===== src/rtl/mlaccel_insn_fetch.sv =====
// Instruction sequencer: prefetches program words from smem, executes JUMP/SETLC/LOOP/HALT
// locally and hands every other instruction to the compute core over valid/ready.
//
// state | meaning
// IDLE  | waiting for start; FIFO empty, no read outstanding
// RUN   | fetching into the prefetch FIFO and processing the head entry
// DRAIN | program halted or stopped; waiting for the last read to come back
module mlaccel_insn_fetch #(
    parameter int FIFO_DEPTH = 4,
    parameter int ADDR_W     = 16
) (
    input  logic              clock,
    input  logic              resetn,
    input  logic              start,
    input  logic              stop,
    input  logic [ADDR_W-1:0] addr,
    output logic              busy,
    output logic              smem_valid,
    input  logic              smem_ready,
    output logic [ADDR_W-1:0] smem_addr,
    input  logic [31:0]       smem_data,
    output logic              comp_valid,
    input  logic              comp_ready,
    output logic [31:0]       comp_insn
);

    localparam int PTR_W = $clog2(FIFO_DEPTH);
    localparam int CNT_W = PTR_W + 1;

    localparam logic [5:0] OP_JUMP  = 6'h01;
    localparam logic [5:0] OP_SETLC = 6'h02;
    localparam logic [5:0] OP_LOOP  = 6'h03;
    localparam logic [5:0] OP_HALT  = 6'h3F;

    typedef enum logic [1:0] {S_IDLE, S_RUN, S_DRAIN} state_t;

    function automatic logic f_is_ctrl(input logic [5:0] op);
        return (op == OP_JUMP) || (op == OP_SETLC) || (op == OP_LOOP) || (op == OP_HALT);
    endfunction

    state_t            r_state;
    logic [31:0]       r_fifo [FIFO_DEPTH];
    logic [PTR_W-1:0]  r_wr_ptr;
    logic [PTR_W-1:0]  r_rd_ptr;
    logic [CNT_W-1:0]  r_count;
    logic              r_pend;
    logic              r_discard;
    logic              r_halt_seen;
    logic              r_smem_valid;
    logic [ADDR_W-1:0] r_fetch_pc;
    logic [15:0]       r_lc;
    logic              r_comp_valid;
    logic [31:0]       r_comp_insn;

    logic [31:0]       w_head;
    logic [31:0]       w_next;
    logic [ADDR_W-1:0] w_target;
    logic              w_run;
    logic              w_start;
    logic              w_stop_run;
    logic              w_accept;
    logic              w_head_act;
    logic              w_head_ctrl;
    logic              w_setlc;
    logic              w_loop_fall;
    logic              w_loop_taken;
    logic              w_jump;
    logic              w_halt;
    logic              w_redirect;
    logic              w_flush;
    logic              w_clear;
    logic              w_push;
    logic              w_pop;
    logic              w_issue;
    logic              w_halt_next;
    logic [CNT_W-1:0]  w_count_next;
    state_t            w_state_next;

    assign w_head   = r_fifo[r_rd_ptr];
    assign w_next   = r_fifo[r_rd_ptr + PTR_W'(1)];
    assign w_target = ADDR_W'(w_head[31:16]);

    assign w_run      = (r_state == S_RUN) && !stop;
    assign w_start    = (r_state == S_IDLE) && start && !stop;
    assign w_stop_run = (r_state == S_RUN) && stop;
    assign w_accept   = r_comp_valid && comp_ready;

    // While comp_valid is up the head is the offered word, so control words only run when it is low.
    assign w_head_act   = w_run && !r_comp_valid && (r_count != '0);
    assign w_head_ctrl  = w_head_act && f_is_ctrl(w_head[5:0]);
    assign w_jump       = w_head_ctrl && (w_head[5:0] == OP_JUMP);
    assign w_setlc      = w_head_ctrl && (w_head[5:0] == OP_SETLC);
    assign w_loop_taken = w_head_ctrl && (w_head[5:0] == OP_LOOP) && (r_lc != 16'd0);
    assign w_loop_fall  = w_head_ctrl && (w_head[5:0] == OP_LOOP) && (r_lc == 16'd0);
    assign w_halt       = w_head_ctrl && (w_head[5:0] == OP_HALT);
    assign w_redirect   = w_jump || w_loop_taken;
    assign w_flush      = w_redirect || w_halt || w_stop_run;
    assign w_clear      = w_flush || w_start;

    assign w_push = (r_state == S_RUN) && smem_ready && r_pend && !r_discard && !w_flush;
    assign w_pop  = w_run && (w_accept || w_setlc || w_loop_fall);

    assign w_count_next = w_clear ? '0 : (r_count + CNT_W'(w_push) - CNT_W'(w_pop));
    // A HALT already in the FIFO ends prefetching so nothing past it is ever read.
    assign w_halt_next  = w_clear ? 1'b0 : (r_halt_seen || (w_push && (smem_data[5:0] == OP_HALT)));

    always_comb begin
        w_state_next = r_state;
        case (r_state)
            S_IDLE:  if (w_start) w_state_next = S_RUN;
            S_RUN:   if (w_stop_run || w_halt) w_state_next = S_DRAIN;
            S_DRAIN: if (!r_pend || smem_ready) w_state_next = S_IDLE;
            default: w_state_next = S_IDLE;
        endcase
    end

    assign w_issue = (w_state_next == S_RUN) && (!r_pend || smem_ready) && !w_halt_next
                     && (w_count_next < CNT_W'(FIFO_DEPTH));

    always_ff @(posedge clock or negedge resetn) begin
        if (!resetn) begin
            r_state      <= S_IDLE;
            r_wr_ptr     <= '0;
            r_rd_ptr     <= '0;
            r_count      <= '0;
            r_pend       <= 1'b0;
            r_discard    <= 1'b0;
            r_halt_seen  <= 1'b0;
            r_smem_valid <= 1'b0;
            r_fetch_pc   <= '0;
            r_lc         <= 16'd0;
            r_comp_valid <= 1'b0;
            r_comp_insn  <= 32'd0;
        end else begin
            r_state     <= w_state_next;
            r_count     <= w_count_next;
            r_halt_seen <= w_halt_next;

            if (w_clear) begin
                r_wr_ptr <= '0;
                r_rd_ptr <= '0;
            end else begin
                if (w_push) r_wr_ptr <= r_wr_ptr + PTR_W'(1);
                if (w_pop)  r_rd_ptr <= r_rd_ptr + PTR_W'(1);
            end

            if (w_issue)         r_pend <= 1'b1;
            else if (smem_ready) r_pend <= 1'b0;

            if (w_issue)                    r_smem_valid <= 1'b1;
            else if (smem_ready || w_flush) r_smem_valid <= 1'b0;

            // A read in flight across a redirect or abort belongs to the old stream.
            if (w_flush && r_pend && !smem_ready) r_discard <= 1'b1;
            else if (smem_ready)                  r_discard <= 1'b0;

            if (w_start)         r_fetch_pc <= addr;
            else if (w_redirect) r_fetch_pc <= w_target;
            else if (w_push)     r_fetch_pc <= r_fetch_pc + ADDR_W'(1);

            if (w_setlc)           r_lc <= w_head[31:16];
            else if (w_loop_taken) r_lc <= r_lc - 16'd1;

            if (stop) begin
                r_comp_valid <= 1'b0;
            end else if (w_accept) begin
                if ((r_count > CNT_W'(1)) && !f_is_ctrl(w_next[5:0])) begin
                    r_comp_insn <= w_next;
                end else begin
                    r_comp_valid <= 1'b0;
                end
            end else if (w_head_act && !f_is_ctrl(w_head[5:0])) begin
                r_comp_valid <= 1'b1;
                r_comp_insn  <= w_head;
            end
        end
    end

    always_ff @(posedge clock) begin
        if (w_push) r_fifo[r_wr_ptr] <= smem_data;
    end

    assign busy       = (r_state != S_IDLE);
    assign smem_valid = r_smem_valid;
    assign smem_addr  = r_fetch_pc;
    assign comp_valid = r_comp_valid;
    assign comp_insn  = r_comp_insn;

endmodule


===== config.mk =====
export PLATFORM = sky130hd
export DESIGN_NAME = mlaccel_insn_fetch
export DESIGN_NICKNAME = d
export VERILOG_FILES = /design/src/rtl/mlaccel_insn_fetch.sv
export SDC_FILE = /design/constraint.sdc
export NUM_CORES = 1
export LEC_CHECK = 0
export ABC_AREA = 1
export BUFFER_PORTS_ARGS = -buffer_cell sky130_fd_sc_hd__buf_2
export CELL_PAD_IN_SITES_DETAIL_PLACEMENT = 0
export CELL_PAD_IN_SITES_GLOBAL_PLACEMENT = 2
export CORE_UTILIZATION = 35
export DETAILED_ROUTE_END_ITERATION = 7
export PLACE_DENSITY = 0.82
export SLEW_MARGIN = 20
export SYNTH_ARGS = -nofsm -noshare
export SYNTH_HDL_FRONTEND = slang
export SYNTH_SLANG_ARGS = --single-unit

===== constraint.sdc =====
create_clock -name clock -period 4.6 [get_ports clock]
set_clock_uncertainty 0.1 [all_clocks]
set_input_delay 0.46 -clock clock [delete_from_list [all_inputs] [get_ports clock]]
set_output_delay 0.46 -clock clock [all_outputs]
set_load 0.01 [all_outputs]

==> out/summary.md <==
## Run status
• complete, no violations — result of the run

## Detailed routing
• 0 — number of routed nets with antenna violations
• 0 — Residual DRC
• 18.3 um — post-detailed-route wirelength per cell
• 5 — Initial DRT Pass Iterations
• 31.0 mm — final wirelength
• 664 — Iteration-0 DRC Markers
• 5.16 — vias per cell
• 8,751 — via count of the routed design

## Timing
• 77.5% — Final Cycle Share
• 0 — Final Hold Fails
• 281 MHz — f_max
• false — unrepaired setup endpoints after global routing
• 1.04 ns — post-route setup slack
• 0 ns — sum of negative setup slack
• 52.5% — relative slew slack
• 0 — final count of negative-setup-slack endpoints
• 3.56 ns — Tmin final
• 0 — total count of max-transition violations in the final report
• 0.713 ns — transition at the pin with the smallest max-transition slack

## Global route
• 8,486 — number of global-route vias before repair
• 4 — initial antenna violation count
• 64 — pin count of the biggest net entering global routing
• 48.8 mm — wire length of the first global-routing pass
• 0 — remaining global-route overflow
• 20.5% — GR Util All Layers

## Floorplan
• 29,600 sq um — Std-Cell Core Area
• 176 um — die outline height
• 176 um — width of the chip
• 63 — row cnt
• 105 — I/O Pins
• 30,900 sq um — Die ar.
• 35.6% — starting density of the core

## Clocking
• 0.52 ns — insertion delay to the later sink of the worst-skew pair
• 206 — number of clock sinks seen by CTS
• 24 — number of buffers inserted during clock tree synthesis
• 3 — maximum number of buffers from clock root to sink
• 0 — post-cts sizing count
• done — clock tree from TritonCTS
• clkbuf_16 — Root Buffer Master
• 0.06 ns — clock transition at the registers of the reported paths
• 1 — H-tree depth

## Pwr
• 0.00547 uW — leakage power
• 441 nW/um^2 — pwr/cell area
• 0.254 mV — worst vdd rail ir drop

## Synth
• 45 — post-synthesis cell type count
• 1.38% — adder-cell share of the synthesized area
• simple AND/OR/NAND/NOR gates — combinational family with the most area after synthesis
• 0.0948% — portion of netlist area occupied by mux cells
• 54.9% — part of the Yosys area used for sequential elements
• 1,198 — count of mapped cells out of synthesis
• edfxtp_1 — cell taking the most area after synthesis
• 8.81 sq um — average footprint of a synthesized cell
• 24.0% — simple logic cell fraction of the synthesized area
• 128 — EDFF count, synth
• 36.4% — area fraction of the dominant cell type after synthesis
• 1,263 — total nets after synthesis
• 37.9% — proportion of synthesized flip-flops having asynchronous set or reset
• 11.3% — compound-gate portion of the synthesized area
• 10,600 sq um — Cell Area, Synth
• 206 — number of flip-flops and latches in the synthesized netlist
• edfxtp_1 36%, dfrtp_1 18%, nand2_1 13% — cell types with the largest area share after synthesis
• 2.07% — post-synthesis share of cell area spent on xor and xnor gates
• 0 — synth warn
• edfxtp_1 — most frequently used flop master after synthesis

## Worst setup path
• flip-flop to flip-flop — CP Class
• 38 — highest fanout seen on the critical path
• flip-flop — type of element launching the critical path
• 3.88 ns — Crit path arrival time
• r_rd_ptr[1]$_DFFE_PN0P_ — worst reg2reg startpoint
• 1.04 ns — register-to-register setup slack
• 23 — R2R cell count
• r_pend$_DFFE_PN0P_ — Crit Reg-Reg Endpoint
• flip-flop — capturing element type of the critical path
• 4.92 ns — Worst EP required

## Hold path
• primary input to flip-flop — class of the most critical hold timing path
• 1 — number of instances on the worst hold path
• smem_data[20] — worst min-delay path startpoint
• r_fifo[0][20]$_DFFE_PP_ — end point of the worst hold path

## Final layout
• 15.4% — proportion of layout cells with a drive suffix above 1
• 0 — final antenna diode count
• 1,353 — nets
• 17.4% — Area growth syn-to-layout

## Placement
• 0.880 — Routability Congestion
• 104 — Port Buf Inserts
• 19.6 mm — total half-perimeter wirelength after legalization and detailed placement
• 1.02 ns — setup slack after placement

## Flow run
• 0 — max capacitance violation total

## sequential cells by signal, summed over array words and instances (netlist names)
| register | cells |
|---|---|
| r_discard | 1 |
| comp_valid | 1 |
| r_wr_ptr | 2 |
| smem_addr | 16 |
| r_count | 3 |
| r_lc | 16 |
| r_pend | 1 |
| comp_insn | 32 |
| r_halt_seen | 1 |
| smem_valid | 1 |
| r_state | 2 |
| r_fifo | 128 |
| r_rd_ptr | 2 |
## what timing repair did
action,4_1_cts,5_1_grt
hold endpoints to repair,46,0
hold buffers,1,0
setup buffers,0,0
## worst max path at each step
| stage | startpoint | to | slack [ns] | cells past startpoint |
|---|---|---|---|---|
| floorplan | r_lc[0]$_DFFE_PN0P_ | r_fifo[0][0]$_DFFE_PP_ | 1.14 | 10 |
| global placement | r_rd_ptr[1]$_DFFE_PN0P_ | smem_valid$_DFFE_PN0P_ | 1.09 | 23 |
| detailed placement | r_rd_ptr[1]$_DFFE_PN0P_ | smem_valid$_DFFE_PN0P_ | 1.02 | 23 |
| CTS | r_rd_ptr[1]$_DFFE_PN0P_ | smem_valid$_DFFE_PN0P_ | 1.02 | 23 |
| global route | r_rd_ptr[1]$_DFFE_PN0P_ | smem_valid$_DFFE_PN0P_ | 0.75 | 23 |
| finish | r_rd_ptr[1]$_DFFE_PN0P_ | r_pend$_DFFE_PN0P_ | 1.04 | 23 |
## area by class of cell
class	instances	area [sq um]
Multi-Input combinational cell	836	4130
Tap cell	390	488
Clock buffer	31	678
Inverter	91	344
Fill cell	3009	17300
Timing Repair Buffer	129	713
Sequential cell	206	5800
Clock inverter	13	231
## report_power, final
group          switching, uW  internal, uW
Sequential               173          2190
Clock                    791          1380
Combinational            557           371
Total                   1520          3940
## through the flow
stage / cells / area (sq um) / hold slack [ns] / total power [uW] / utilization [%]
3_5_place_dp: 1651 / 11500 / 0.388 / 3330 / 38.7
4_1_cts: 1696 / 12400 / 0.0332 / 5510 / 41.8
3_3_place_gp: 1651 / 11500 / 0.386 / 3320 / 38.7
6_report: 1696 / 12400 / 0.0521 / 5460 / 41.8
5_1_grt: 1696 / 12400 / 0.0456 / 5730 / 41.8
2_1_floorplan: 1198 / 10600 / 0.0644 / 2940 / -
## worst max-delay path: stages, from the launching register on
cell and delay [ns]:
dfrtp_1 0.36, buf_4 0.42, nand3_1 0.14, nand2_1 0.12, nand2_1 0.10, nor2_4 0.17
nand3_2 0.13, nor2_1 0.12, buf_4 0.15, nand2_1 0.07, nand3_1 0.07, nand2_1 0.10
inv_1 0.10, ha_1 0.23, inv_1 0.06, ha_1 0.13, inv_1 0.05, fa_1 0.36
xor2_1 0.16, nand3_1 0.11, nand2_1 0.08, inv_1 0.03, nand2_1 0.08, nand2_1 0.05
## synthesized netlist by cell type (2+ instances only)
cell type and number:
nand2_1 370, edfxtp_1 128, nand3_1 101, nor2_1 88
inv_1 87, dfrtp_1 78, o21ai_0 59, a21oi_1 52
clkbuf_1 29, xor2_1 22, buf_2 17, a22oi_1 16
nand4_1 15, buf_1 12, o221ai_1 12, o22ai_1 11
a31oi_1 10, a32oi_1 10, ha_1 10, o21ai_1 7
a22o_1 6, nand2_2 6, nor3_1 6, buf_6 5
o211ai_1 5, or2_2 5, a221oi_1 3, inv_2 3
nor2_4 3, xnor2_1 3, a211oi_1 2, buf_4 2
nand3_2 2, nor3_2 2
## placed cells by master (no fill, tap or decap), types with 3 or more instances in the layout
cell type,count
a21oi_1,52
a221oi_1,3
a22o_1,6
a22oi_1,16
a31oi_1,10
a32oi_1,10
buf_2,103
buf_4,25
bufinv_16,6
clkbuf_1,3
clkbuf_16,25
clkbuf_8,3
dfrtp_1,77
edfxtp_1,128
ha_1,10
inv_1,86
inv_2,4
nand2_1,370
nand2_2,6
nand3_1,101
nand4_1,15
nor2_1,84
nor2_4,7
nor3_1,6
o211ai_1,5
o21ai_0,59
o21ai_1,7
o221ai_1,12
o22ai_1,11
or2_2,5
xnor2_1,3
xor2_1,22
## routing by layer
| layer | GRT usage, % | vias up | wire, um |
|---|---|---|---|
| met5 | 0 | - | 54 |
| met4 | 5.62 | 8 | 696 |
| met3 | 3.53 | 50 | 1960 |
| met2 | 31.6 | 271 | 13600 |
| met1 | 29.5 | 4172 | 14700 |
| li1 | - | 4250 | - |
## cells by family (layout without fill, tap and decap cells)
logic type | Yosys count | after routing
buffers and inverters | 156 | 264
adders and majority gates | 11 | 11
AOI/OAI and AO/OA | 196 | 196
DFF | 206 | 206
and+or+nand+nor | 603 | 603
muxes | 1 | 1
xor gates and xnor gates | 25 | 25
Note: power is estimated with default switching activity, not from simulation.
